--- src/rtl/pseudo_spi_recv.sv ---
// Serial-to-SRAM byte receiver: shifts SPI_SI on SCLK2 rises and writes one byte per LAT rise.
// Define PSEUDO_SPI_RECV_SYNC_EN to add a 2-flop synchronizer on SCLK2, LAT and SPI_SI.
`timescale 1ns/1ps
module pseudo_spi_recv (
  input  logic       CLK,
  input  logic       RST,
  input  logic       BGN,
  input  logic [8:0] ADDR_BGN,
  input  logic [7:0] DATA_LEN,
  input  logic       SCLK1,
  input  logic       SCLK2,
  input  logic       LAT,
  input  logic       SPI_SI,
  output logic       CEN,
  output logic       WEN,
  output logic [8:0] A,
  output logic [7:0] D,
  output logic       RX_IS_DONE,
  output logic       RX_ERR
);

  localparam logic [1:0] IDLE  = 2'd0;
  localparam logic [1:0] SHIFT = 2'd1;
  localparam logic [1:0] WRITE = 2'd2;
  localparam logic [1:0] DONE  = 2'd3;

  // SCLK1 is part of the transmitter interface but carries no timing we rely on.
  logic unused_sclk1;
  assign unused_sclk1 = SCLK1;

  // Bundle order: {SCLK2, LAT, SPI_SI}
  logic [2:0] raw_in;

`ifdef PSEUDO_SPI_RECV_SYNC_EN
  logic [2:0] sync1_reg;
  logic [2:0] sync2_reg;

  always_ff @(posedge CLK or posedge RST) begin
    if (RST) begin
      sync1_reg <= '0;
      sync2_reg <= '0;
    end else begin
      sync1_reg <= {SCLK2, LAT, SPI_SI};
      sync2_reg <= sync1_reg;
    end
  end

  assign raw_in = sync2_reg;
`else
  assign raw_in = {SCLK2, LAT, SPI_SI};
`endif

  logic [2:0] in_reg;
  logic [1:0] prev_reg;
  logic       sclk2_rise_reg;
  logic       lat_rise_reg;
  logic       si_reg;
  logic       sclk2_edge;
  logic       lat_edge;

  assign sclk2_edge = in_reg[2] & ~prev_reg[1];
  assign lat_edge   = in_reg[1] & ~prev_reg[0];

  // Edge flags are registered together with the data bit so they stay aligned.
  always_ff @(posedge CLK or posedge RST) begin
    if (RST) begin
      in_reg         <= '0;
      prev_reg       <= '0;
      sclk2_rise_reg <= 1'b0;
      lat_rise_reg   <= 1'b0;
      si_reg         <= 1'b0;
    end else begin
      in_reg         <= raw_in;
      prev_reg       <= in_reg[2:1];
      sclk2_rise_reg <= sclk2_edge;
      lat_rise_reg   <= lat_edge;
      si_reg         <= in_reg[0];
    end
  end

  logic [1:0] state_reg, state_next;
  logic [8:0] base_reg, base_next;
  logic [7:0] len_reg, len_next;
  logic [3:0] bit_cnt_reg, bit_cnt_next;
  logic [7:0] byte_cnt_reg, byte_cnt_next;
  logic [7:0] sr_reg, sr_next;
  logic       err_reg, err_next;
  logic [8:0] a_reg, a_next;
  logic [7:0] d_reg, d_next;

  always_comb begin
    state_next    = state_reg;
    base_next     = base_reg;
    len_next      = len_reg;
    bit_cnt_next  = bit_cnt_reg;
    byte_cnt_next = byte_cnt_reg;
    sr_next       = sr_reg;
    err_next      = err_reg;
    a_next        = a_reg;
    d_next        = d_reg;

    case (state_reg)
      IDLE: begin
        if (BGN) begin
          base_next     = ADDR_BGN;
          len_next      = DATA_LEN;
          bit_cnt_next  = 4'd0;
          byte_cnt_next = 8'd0;
          sr_next       = 8'd0;
          err_next      = 1'b0;
          state_next    = (DATA_LEN == 8'd0) ? DONE : SHIFT;
        end
      end
      SHIFT: begin
        if (!BGN) begin
          state_next = IDLE;
        end else begin
          if (sclk2_rise_reg) begin
            if (bit_cnt_reg < 4'd8) begin
              sr_next      = {sr_reg[6:0], si_reg};
              bit_cnt_next = bit_cnt_reg + 4'd1;
            end else begin
              err_next = 1'b1;
            end
          end
          // LAT is judged against the count after any same-cycle shift.
          if (lat_rise_reg) begin
            if (bit_cnt_next == 4'd8) begin
              state_next = WRITE;
              a_next     = base_reg + {1'b0, byte_cnt_reg};
              d_next     = sr_next;
            end else begin
              err_next = 1'b1;
              sr_next  = 8'd0;
            end
            bit_cnt_next = 4'd0;
          end
        end
      end
      WRITE: begin
        byte_cnt_next = byte_cnt_reg + 8'd1;
        if (!BGN) begin
          state_next = IDLE;
        end else if (byte_cnt_next == len_reg) begin
          state_next = DONE;
        end else begin
          state_next = SHIFT;
        end
      end
      default: begin
        if (!BGN) begin
          state_next = IDLE;
        end
      end
    endcase
  end

  always_ff @(posedge CLK or posedge RST) begin
    if (RST) begin
      state_reg    <= IDLE;
      base_reg     <= '0;
      len_reg      <= '0;
      bit_cnt_reg  <= '0;
      byte_cnt_reg <= '0;
      sr_reg       <= '0;
      err_reg      <= 1'b0;
      a_reg        <= '0;
      d_reg        <= '0;
    end else begin
      state_reg    <= state_next;
      base_reg     <= base_next;
      len_reg      <= len_next;
      bit_cnt_reg  <= bit_cnt_next;
      byte_cnt_reg <= byte_cnt_next;
      sr_reg       <= sr_next;
      err_reg      <= err_next;
      a_reg        <= a_next;
      d_reg        <= d_next;
    end
  end

  assign CEN        = (state_reg != WRITE);
  assign WEN        = (state_reg != WRITE);
  assign A          = a_reg;
  assign D          = d_reg;
  assign RX_IS_DONE = (state_reg == DONE);
  assign RX_ERR     = err_reg;

endmodule
--- config.mk ---
export PLATFORM = sky130hd
export DESIGN_NAME = pseudo_spi_recv
export DESIGN_NICKNAME = d
export VERILOG_FILES = /design/src/rtl/pseudo_spi_recv.sv
export SDC_FILE = /design/constraint.sdc
export NUM_CORES = 1
export LEC_CHECK = 0
export CORE_AREA = 2 2 88 90
export CTS_CLUSTER_DIAMETER = 40
export DETAILED_ROUTE_END_ITERATION = 16
export DIE_AREA = 0 0 90 92
export GPL_TIMING_DRIVEN = 0
export PLACE_DENSITY = 0.69
export SYNTH_ARGS = -nofsm -noshare
export SYNTH_HDL_FRONTEND = slang
export SYNTH_SLANG_ARGS = --single-unit
--- constraint.sdc ---
create_clock -name CLK -period 3 [get_ports CLK]
set_clock_uncertainty 0.15 [all_clocks]
set_input_delay 0.45 -clock CLK [delete_from_list [all_inputs] [get_ports CLK]]
set_output_delay 0.45 -clock CLK [all_outputs]
set_load 0.005 [all_outputs]
# Word-level counts from Yosys, hierarchy flattened
# Index checks and enable logic that the tools add are counted.
# word_totals
wordCells	74
register_bits	65
in_bits	24
output_inout_bits	21
# op_classes
addsub	3
eq_ne	11
muxes	32
reduce_logical	9
bitwise	4
order_cmp	1
# op_table
operator	n
$mux W8	6
$pmux W8 S2	2
$mux W4	7
$mux W2	8
$add A9 B8 Y9	1
$add A8 B1 Y8 const B	1
$eq A8 B8 Y1	1
$logic_not A8 Y1	1
$pmux W4 S2	1
$reduce_and A4 Y1	2
$mux W1	6
$ne A2 B2 Y1 const B	3
$ne A3 B3 Y1 const B	2
$pmux W2 S3	1
$add A4 B1 Y4 const B	1
$eq A2 B2 Y1 const B	2
$eq A4 B4 Y1 const B	1
$lt A4 B4 Y1 const B	1
$ne A4 B1 Y1 const B	1
$reduce_and A2 Y1	2
$reduce_bool A2 Y1	2
$reduce_and A3 Y1	1
$and A1 B1 Y1	2
$eq A2 B1 Y1 const B	1
3 further kinds	4

# Logic depth before layout (Yosys ltp)
# Gate-level depths: netlist of run 1.
# logic_depth
ltp_word	10
ltp_mapped	9
ltp_nobuf	9

# Worst setup path after synthesis of run 1
# No wires, ideal clock.
# synth_path
path_type	register to register
startpoint	register bit_cnt_reg[0]
endpoint	register a_reg[4], in the netlist A[4]
setup_ns	0.125
t_arrival_ns	1.849
path_slack_ns	0.876
path_buffers	2
stages_incl_launch_ff	10
period_less_slack_ns	2.124
t_required_ns	2.725
path_cell_list	dfrtp_1 -> ha_1 -> nor2_1 -> a22oi_2 -> or3_4 -> or2_1 -> buf_6 -> buf_6 -> nand2_1 -> o31ai_2
# synth_between
elab_chain_cells	7
elab_cells_between_ends	8
cone_classes	add/sub: 1; order compare: 1; eq/ne: 1; mux: 4; reduce/logical: 1
# synth_lines
item	line	rtl
start: declaration	84	logic [3:0] bit_cnt_reg, bit_cnt_next;
start signal: assignment	173	bit_cnt_reg <= bit_cnt_next;
$add A4 B1 Y4 or $lt A4 B4 Y1 (tied branches)	121, 119	
$mux W4	119	if (bit_cnt_reg < 4'd8) begin
$mux W4 (*)	118	if (sclk2_rise_reg) begin
$mux W4 (*)	115	if (!BGN) begin
$mux W4 (*)	102	case (state_reg)
$eq A4 B4 Y1 (*)	128	if (bit_cnt_next == 4'd8) begin
$reduce_and A4 Y1 (no source line) (*)	--	
end signal: assignment	177	a_reg <= a_next;
end: declaration	88	logic [8:0] a_reg, a_next;
# Every way passes the cells marked *; elsewhere a longest branch is shown, timed or not. The select of a mux whose other input is x is not followed.
# A chain may end at the register's enable or synchronous reset.

# Worst setup path after layout of run 1
# layout_path
startpoint	register state_reg[0]
endpoint	output WEN
# layout_between
elab_chain_cells	1
# layout_lines
item	line	rtl
start: declaration	81	logic [1:0] state_reg, state_next;
start signal: assignment	170	state_reg <= state_next;
$ne A2 B2 Y1	183	assign WEN = (state_reg != WRITE);
end: declaration	15	output logic WEN,
# Every way passes these cells.

==> flow_metrics.tcl, run 1 <==
set metrics [dict create \
    status "finished, final reports clean" \
    clock_path_buffers 2 \
    drt_iter0_drc 106 \
    p_leak_nw 1.74 \
    post-route-cell-area_sq_mm 0.00396 \
    grt_max_degree 42 \
    ys_seq_elements 65 \
    powerDensity_mw_per_mm2 486 \
    cts_buffers 9 \
    portBuffers 43 \
    clkSinkCount 65 \
    num_rows 32 \
    ir_drop_v 0.000234 \
    slew_headroom_pct 55.5 \
    start_util_pct 42.8 \
    path_cells "nor2b_1 > inv_1 > buf_4 > clkdlybuf4s50_1" \
    hpwlAfterDp_um 4640 \
    ys_async_sr_fraction_pct 100 \
    ys_types 42 \
    cp_slowest_stage_delay_ns 0.47 \
    holdWs_ns 0.200 \
    syn_area_sq_mm 0.00319 \
    gp_congestion 0.871 \
    areaGrowthSynthToFinish_pct 24.1 \
    ys_warn_count 0 \
    vias 2350 \
    end_kind "output pin" \
    antenna_cells 0 \
    crit_buf_inv 3 \
    critPathKind "reg -> out" \
    syn-num-nets 326 \
    cap_viol_max_count 0 \
    antenna_found_initial 0 \
    grt_overflow 0 \
    drive_gt1_share_pct 15.4 \
    hold_buffers 0 \
    max_freq_mhz 412 \
    ys_seq_area_share_pct 51.0 \
    post-route-period-util_pct 80.9 \
    hold_path_class "reg -> reg" \
    core_area_sq_mm 0.00745 \
    hold_viol 0 \
    critPathMaxFanout 9 \
    worst_pin_slew_ns 0.667 \
    drc 0 \
    setup_viol 0 \
    viasPerCell 5.19 \
    critPathRequiredTime_ns 2.40 \
    grt_pass1_wl_um 11100 \
    finalNetCount 381 \
    syn_inst 291 \
    drtAntennaViolNets 0 \
    grt.total_usage_pct 16.8 \
    placed_area_sq_mm 0.00377 \
    clk_latency_ns 0.33 \
    dieHeight_um 92 \
    clkTransAtPathRegs_ns 0.06 \
    routedWlPerCell_um 14.0 \
    avgSynthCellArea_sq_um 11.0 \
    start_kind "register" \
    root_buffer "clkbuf_8" \
    fin_crit_ns 2.43 \
    synthFlopType "dfrtp_1" \
    ios 45 \
    die-area_sq_mm 0.00828 \
    die_x_um 90 \
    arrival_ns 1.83 \
    cts_setup_buffers 0 \
    htree_levels 3 \
    timing.final.max_slew_violations 0 \
    cp_slowest_cell "dfrtp_1" \
    rsz0062_at_grt "false" \
    cts_tree "built" \
    cts_resized 0 \
    crit_family "buffers and inverters" \
    synth_edf_count 0 \
    wl_um 6350 \
    dr.pass1.iters 4 \
    grt_pass1_vias 2367 \
]
==> worst paths after layout <==
check	from	endpoint	slack, ns	depth (start not counted)
max	state_reg[0]	WEN	0.57	4
min	in_reg[0]	si_reg	0.20	0
max reg2reg	byte_cnt_reg[0]	A[8]	0.62	9
min reg2reg	in_reg[0]	si_reg	0.20	0
max in group asynchronous	RST	byte_cnt_reg[3]	1.78	3
min in group asynchronous	RST	in_reg[0]	0.34	2
==> Yosys cell counts, drive strengths merged (2+ instances only) <==
| cell | instances | area, sq um |
|---|---|---|
| dfrtp | 65 | 1630 |
| a22o | 9 | 78.8 |
| a21oi | 13 | 65.1 |
| buf | 6 | 56.3 |
| o21a | 4 | 30.0 |
| a31oi | 3 | 18.8 |
| clkbuf | 4 | 15.0 |
| nand2 | 33 | 124 |
| o21ai | 33 | 210 |
| o31ai | 3 | 27.5 |
| nor2b | 5 | 31.3 |
| nor4 | 3 | 18.8 |
| inv | 10 | 37.5 |
| ha | 10 | 125 |
| and3 | 3 | 18.8 |
| xor2 | 5 | 43.8 |
| xnor2 | 13 | 114 |
| o22ai | 2 | 12.5 |
| nor3 | 6 | 30.0 |
| or2 | 2 | 12.5 |
| nand2b | 5 | 31.3 |
| mux2i | 8 | 80.1 |
| and4 | 2 | 17.5 |
| mux2 | 18 | 203 |
| nor2 | 12 | 45.0 |
| nand3 | 4 | 20.0 |
==> metal layers <==
| metal | share of wire, % | vias to the layer above | global-route usage, % | wire (um) |
|---|---|---|---|---|
| li1 | - | 1142 | - | - |
| met1 | 47 | 1140 | 22.1 | 2970 |
| met2 | 47 | 52 | 26.5 | 3000 |
| met3 | 3.8 | 16 | 4.27 | 242 |
| met4 | 2.2 | 0 | 7.44 | 140 |
| met5 | 0 | - | 0 | 0 |
==> kinds of logic after synthesis <==
| logic type | after synthesis | synth area share [%] |
|---|---|---|
| AND/OR/NAND/NOR | 79 | 11.9 |
| AO/OA/AOI/OAI | 72 | 15.3 |
| flip-flops | 65 | 51.0 |
| multiplexers | 26 | 8.87 |
| buffers and inverters | 20 | 3.41 |
| XOR/XNOR | 18 | 4.95 |
| adder cells (fa/ha/maj) | 11 | 4.55 |
==> through the flow <==
stage	util [%]	std cells	power, mW	setup WS [ns]	setup TNS, ns
finish	53.1	453	1.92	0.572	0
detailed placement	50.6	437	1.22	0.398	0
global placement	50.3	436	1.21	-0.310	-20.04
floorplan	-	291	1.12	0.774	0
global route	53.1	453	2.02	0.414	0
CTS	53.1	453	1.94	0.574	0
==> final cells by class <==
class                           count  area [sq um]
Buffer                             10          71.3
Multi-Input combinational cell    206          1450
Sequential cell                    65          1630
Timing Repair Buffer               44           450
Fill cell                         699          3490
Tap cell                          102           128
Clock inverter                      3          40.0
Inverter                           10          37.5
Clock buffer                       13           149
==> cells in the final DEF, fill, tap and decap left out, drive strengths merged, types with 6 or more instances in the layout <==
cell / Yosys / routed
xnor2: 13 / 13
nor3: 6 / 6
clkdlybuf4s50: 0 / 43
a22o: 9 / 9
nor2: 12 / 12
a21oi: 13 / 13
inv: 10 / 10
o21ai: 33 / 33
clkbuf: 4 / 17
buf: 6 / 7
dfrtp: 65 / 65
mux2i: 8 / 8
mux2: 18 / 18
ha: 10 / 10
nand2: 33 / 33
==> power by group <==
group	total (mW)	switching [mW]	internal, mW	leakage, nW
clock	0.721	0.316	0.405	0.0974
sequential	0.968	0.0369	0.931	0.815
combinational	0.234	0.105	0.129	0.826
No activity file was read; power rests on OpenSTA's default activity.
==> run 2: changes to the inputs <==
==> constraint.sdc (replaced) <==
create_clock -name CLK -period 2.54 [get_ports CLK]
set_clock_uncertainty 0.15 [all_clocks]
set_input_delay 0.381 -clock CLK [delete_from_list [all_inputs] [get_ports CLK]]
set_output_delay 0.381 -clock CLK [all_outputs]
set_load 0.005 [all_outputs]
==> run 2 against run 1 <==
Net effect: flip-flop and latch count did not move; non-clock buffer count did not move; routed wire length rose by 0.22%; highest routed layer unchanged.
==> flow_metrics.tcl, run 2 (synthesized netlist as in run 1, its figures left out) <==
set metrics [dict create \
    status "finished, final reports clean" \
    cts_tree "built" \
    num_rows 32 \
    hp-start "in_reg[0]" \
    post-route-period-util_pct 92.8 \
    layout_commonest_cell "dfrtp_1" \
    max_freq_mhz 424 \
    critPathKind "reg -> out" \
    start_util_pct 42.8 \
    clkSinkCount 65 \
    place_ws_ns 0.00679 \
    antenna_cells 0 \
    worst-r2r-setup-slack_ns 0.22 \
    gp_congestion 0.871 \
    die-area_sq_mm 0.00828 \
    ir_drop_v 0.000276 \
    drive_gt1_share_pct 15.7 \
    end_kind "output pin" \
    grt_overflow 0 \
    hpwlAfterDp_um 4640 \
    areaGrowthSynthToFinish_pct 24.1 \
    ios 45 \
    r2r_start "byte_cnt_reg[0]" \
    finalSetupTns_ns 0 \
    p_leak_nw 1.74 \
    dieHeight_um 92 \
    arrival_ns 1.83 \
    drtAntennaViolNets 0 \
    setup_slack_ns 0.182 \
    hold_path_class "reg -> reg" \
    holdWs_ns 0.200 \
    cts_buffers 9 \
    root_buffer "clkbuf_8" \
    core_area_sq_mm 0.00745 \
    rsz0062_at_grt "false" \
    clock_path_buffers 2 \
    grt.total_usage_pct 16.8 \
    multi_input_comb_area_sq_mm 0.00145 \
    portBuffers 43 \
    mostFrequentLayoutCells "dfrtp_1, clkdlybuf4s50_1, nand2_1, o21ai_0, mux2_2" \
    dr.pass1.iters 4 \
    cts_setup_buffers 0 \
    placed_area_sq_mm 0.00377 \
    slew_headroom_pct 55.6 \
    setup_viol 0 \
    powerDensity_mw_per_mm2 574 \
    worst_pin_slew_ns 0.666 \
    num-fill-cells 698 \
    regArea_sq_mm 0.00163 \
    critPathMaxFanout 9 \
    htree_levels 3 \
    die_x_um 90 \
    viasPerCell 5.18 \
    vias 2346 \
    start_kind "register" \
    finalNetCount 381 \
    post-route-cell-area_sq_mm 0.00396 \
    hold_buffers 0 \
    clkTransAtPathRegs_ns 0.06 \
    drt_iter0_drc 104 \
    drc 0 \
    clk_latency_ns 0.33 \
    crit_start "state_reg[0]" \
    routedWlPerCell_um 14.0 \
    critPathRequiredTime_ns 2.01 \
    grt_pass1_vias 2367 \
    fin_crit_ns 2.36 \
    antenna_found_initial 0 \
    grt_max_degree 42 \
    wl_um 6360 \
    grt_pass1_wl_um 11100 \
    cap_viol_max_count 0 \
    timing.final.max_slew_violations 0 \
    hold_viol 0 \
]
-- run 2: path summary, 6_finish.rpt --
kind                                   endpoint  cells after the start
worst max-delay path                        WEN                      4
worst min-delay path                     si_reg                      0
worst max register to register             A[8]                      9
worst min register to register           si_reg                      0
max in group asynchronous       byte_cnt_reg[0]                      3
min in group asynchronous             in_reg[0]                      2
-- run 2: stage by stage --
stage	std cells	util, %	power, mW
after global placement	436	50.3	1.43
after global routing	453	53.1	2.38
after detailed placement	437	50.6	1.44
after CTS	453	53.1	2.29
final	453	53.1	2.27
after floorplan	291	-	1.33
-- run 2: critical path, cell delays in order (launching register included) --
cell and delay [ns]:
dfrtp_1 0.47, nor2b_1 0.24, inv_1 0.19, buf_4 0.17
clkdlybuf4s50_1 0.43
-- run 2: layout make-up --
| type | instances | share of cell area [%] |
|---|---|---|
| Inverter | 10 | 0.949 |
| Buffer | 10 | 1.80 |
| Clock buffer | 13 | 3.76 |
| Tap cell | 102 | 3.23 |
| Timing Repair Buffer | 44 | 11.4 |
| Clock inverter | 3 | 1.01 |
| Sequential cell | 65 | 41.1 |
| Multi-Input combinational cell | 206 | 36.7 |
-- run 2: layer usage --
metal  vias to the layer above  share of wire [%]  wire [um]  track usage [%]
met3                        16                3.7        237             4.27
met5                         -                  0          0                0
met4                         0                2.2        140             7.44
met1                      1139                 47       2990             22.1
met2                        49                 47       3000             26.5
li1                       1142                  -          -                -
-- run 2: repair_timing --
item	CTS	global route
resized for setup	0	1
endpoints found under the hold margin	0	0
setup endpoints to repair	0	1
-- run 2: power breakdown --
group / internal [mW] / switching (mW) / total [mW]
combinational: 0.152 / 0.124 / 0.276
sequential: 1.10 / 0.0437 / 1.14
clock: 0.478 / 0.373 / 0.852
total: 1.73 / 0.541 / 2.27
==> run 3: changes to the inputs <==
--- a/config.mk
+++ b/config.mk
@@ -10,7 +10,8 @@
 export DETAILED_ROUTE_END_ITERATION = 16
 export DIE_AREA = 0 0 90 92
 export GPL_TIMING_DRIVEN = 0
-export PLACE_DENSITY = 0.69
+export PLACE_DENSITY_LB_ADDON = 0.2
+export SLEW_MARGIN = 10
 export SYNTH_ARGS = -nofsm -noshare
 export SYNTH_HDL_FRONTEND = slang
 export SYNTH_SLANG_ARGS = --single-unit
==> run 3 against run 2 <==
Net effect: critical path depth did not move; final cell count fell by 0.22%; die area did not move; via count fell by 1.7%; critical path type unchanged; largest power group is now the clock network; highest routed layer unchanged.
==> flow_metrics.tcl, run 3 (synthesized netlist as in run 1, its figures left out) <==
set metrics [dict create \
    crit_start "state_reg[0]" \
    grt_pass1_vias 2313 \
    hp-start "in_reg[0]" \
    routedWlPerCell_um 13.8 \
    clkTransAtPathRegs_ns 0.06 \
    place_ws_ns -0.0589 \
    num_rows 32 \
    ir_drop_v 0.000277 \
    powerDensity_mw_per_mm2 666 \
    layout.cells.non_filler 452 \
    die_x_um 90 \
    drt_iter0_drc 91 \
    critPathKind "reg -> out" \
    max_freq_mhz 424 \
    r2r_start "byte_cnt_reg[0]" \
    mostFrequentLayoutCells "dfrtp_1, clkdlybuf4s50_1, nand2_1, o21ai_0, mux2_2" \
    fin_crit_ns 2.36 \
    hold_path_depth 0 \
    start_kind "register" \
    hold_path_class "reg -> reg" \
    fin_util_pct 54.3 \
    grt_overflow 0 \
    hold_viol 0 \
    clock_power_share_pct 47.4 \
    placed_area_sq_mm 0.00375 \
    gp_congestion 0.857 \
    antenna_cells 0 \
    switching_power_mw 0.564 \
    critPathRequiredTime_ns 2.01 \
    dr.pass1.iters 4 \
    drtAntennaViolNets 0 \
    die-area_sq_mm 0.00828 \
    critPathMaxFanout 9 \
    p_leak_nw 1.78 \
    reg2reg_to "A[8]" \
    wl_um 6220 \
    finalNetCount 380 \
    timing.final.max_slew_violations 0 \
    cts_setup_buffers 0 \
    slew_headroom_pct 46.8 \
    post-route-cell-area_sq_mm 0.00404 \
    status "finished, final reports clean" \
    pwr-share-seq_pct 42.4 \
    clk_latency_ns 0.35 \
    switching_share_pct 21.0 \
    min_to "si_reg" \
    drc 0 \
    antenna_found_initial 0 \
    worst-r2r-setup-slack_ns 0.19 \
    hpwlAfterDp_um 4360 \
    p_comb_share_pct 10.1 \
    cap_viol_max_count 0 \
    portBuffers 43 \
    end_kind "output pin" \
    worst_pin_slew_ns 0.798 \
    setup_slack_ns 0.181 \
    core_area_sq_mm 0.00745 \
    grt.total_usage_pct 16.6 \
    ff2ff_path_depth 9 \
    drive_gt1_share_pct 16.0 \
    cts_tree "built" \
    post-route-period-util_pct 92.9 \
    setup_viol 0 \
    root_buffer "clkbuf_8" \
    num-fill-cells 666 \
    power.total_mw 2.69 \
    viasPerCell 5.10 \
    clock_path_buffers 2 \
    grt_max_degree 66 \
    start_util_pct 42.8 \
    p_int_mw 2.13 \
    rsz0062_at_grt "false" \
    vias 2306 \
    clkSinkCount 65 \
    ios 45 \
    grt_pass1_wl_um 10900 \
    cts_buffers 9 \
    arrival_ns 1.83 \
    htree_levels 3 \
    areaGrowthSynthToFinish_pct 26.8 \
    dpl.cell_count 436 \
    layout_commonest_cell "dfrtp_1" \
    dieHeight_um 92 \
]
==> run 3: cell types whose count changed in the layout (fill, tap and decap cells not counted), sizes merged <==
| cell | change |
|---|---|
| clkinv | -2 |
| bufinv | +4 |
| clkbuf | -2 |
| buf | -1 |
==> run 3: layer usage <==
| layer | GRT usage, % | part of all wire (%) | routed length (um) | up-vias |
|---|---|---|---|---|
| met4 | 7.44 | 1.8 | 114 | 0 |
| met5 | 0 | 0 | 0 | - |
| met2 | 25.7 | 45 | 2820 | 39 |
| met3 | 4.68 | 4.0 | 250 | 10 |
| li1 | - | - | - | 1140 |
| met1 | 22.0 | 49 | 3040 | 1117 |
==> run 3: critical path: stages (launching register included) <==
cell and delay, ns:
dfrtp_1 0.47, nor2b_1 0.24, inv_1 0.18, buf_4 0.17, clkdlybuf4s50_1 0.43
==> run 3: through the flow <==
| step | hold WS, ns | setup TNS, ns |
|---|---|---|
| 6_report | 0.202 | 0 |
| 5_1_grt | 0.216 | 0 |
| 4_1_cts | 0.207 | 0 |
| 3_5_place_dp | 0.192 | -0.537 |
| 3_3_place_gp | 0.187 | -45.27 |
| 2_1_floorplan | 0.181 | 0 |
==> run 3: worst max path at each step <==
| stage | end | slack [ns] | cells past startpoint |
|---|---|---|---|
| 2_1_floorplan | A[0] | 0.38 | 1 |
| 3_5_place_dp | len_reg[4] | -0.06 | 5 |
| 4_1_cts | A[8] | 0.10 | 9 |
| 5_1_grt | A[8] | 0.05 | 9 |
| 3_3_place_gp | len_reg[6] | -0.70 | 2 |
| 6_report | WEN | 0.18 | 4 |
==> run 3: power by group through the flow <==
stage | sequential [mW] | clock, mW | combinational (mW)
detailed placement | 1.16 | 0 | 0.274
CTS | 1.14 | 1.30 | 0.275
global placement | 1.16 | 0 | 0.268
floorplan | 1.15 | 0 | 0.176
finish | 1.14 | 1.28 | 0.273
global route | 1.15 | 1.36 | 0.306
==> run 3: final cells by class <==
type / instances / area [sq um] / area share (%)
sequential: 65 / 1630 / 40.2
multi-input combinational: 206 / 1460 / 36.0
timing repair buffer: 43 / 430 / 10.6
clock inverter: 5 / 150 / 3.71
clock buffer: 11 / 141 / 3.50
tap: 102 / 128 / 3.16
buffer: 10 / 71.3 / 1.76
inverter: 10 / 40.0 / 0.990
==> run 3: what timing repair did <==
item                                    in CTS  in global routing
resized for setup                            0                  1
hold buffers                                 0                  0
endpoints found under the setup margin       0                  1
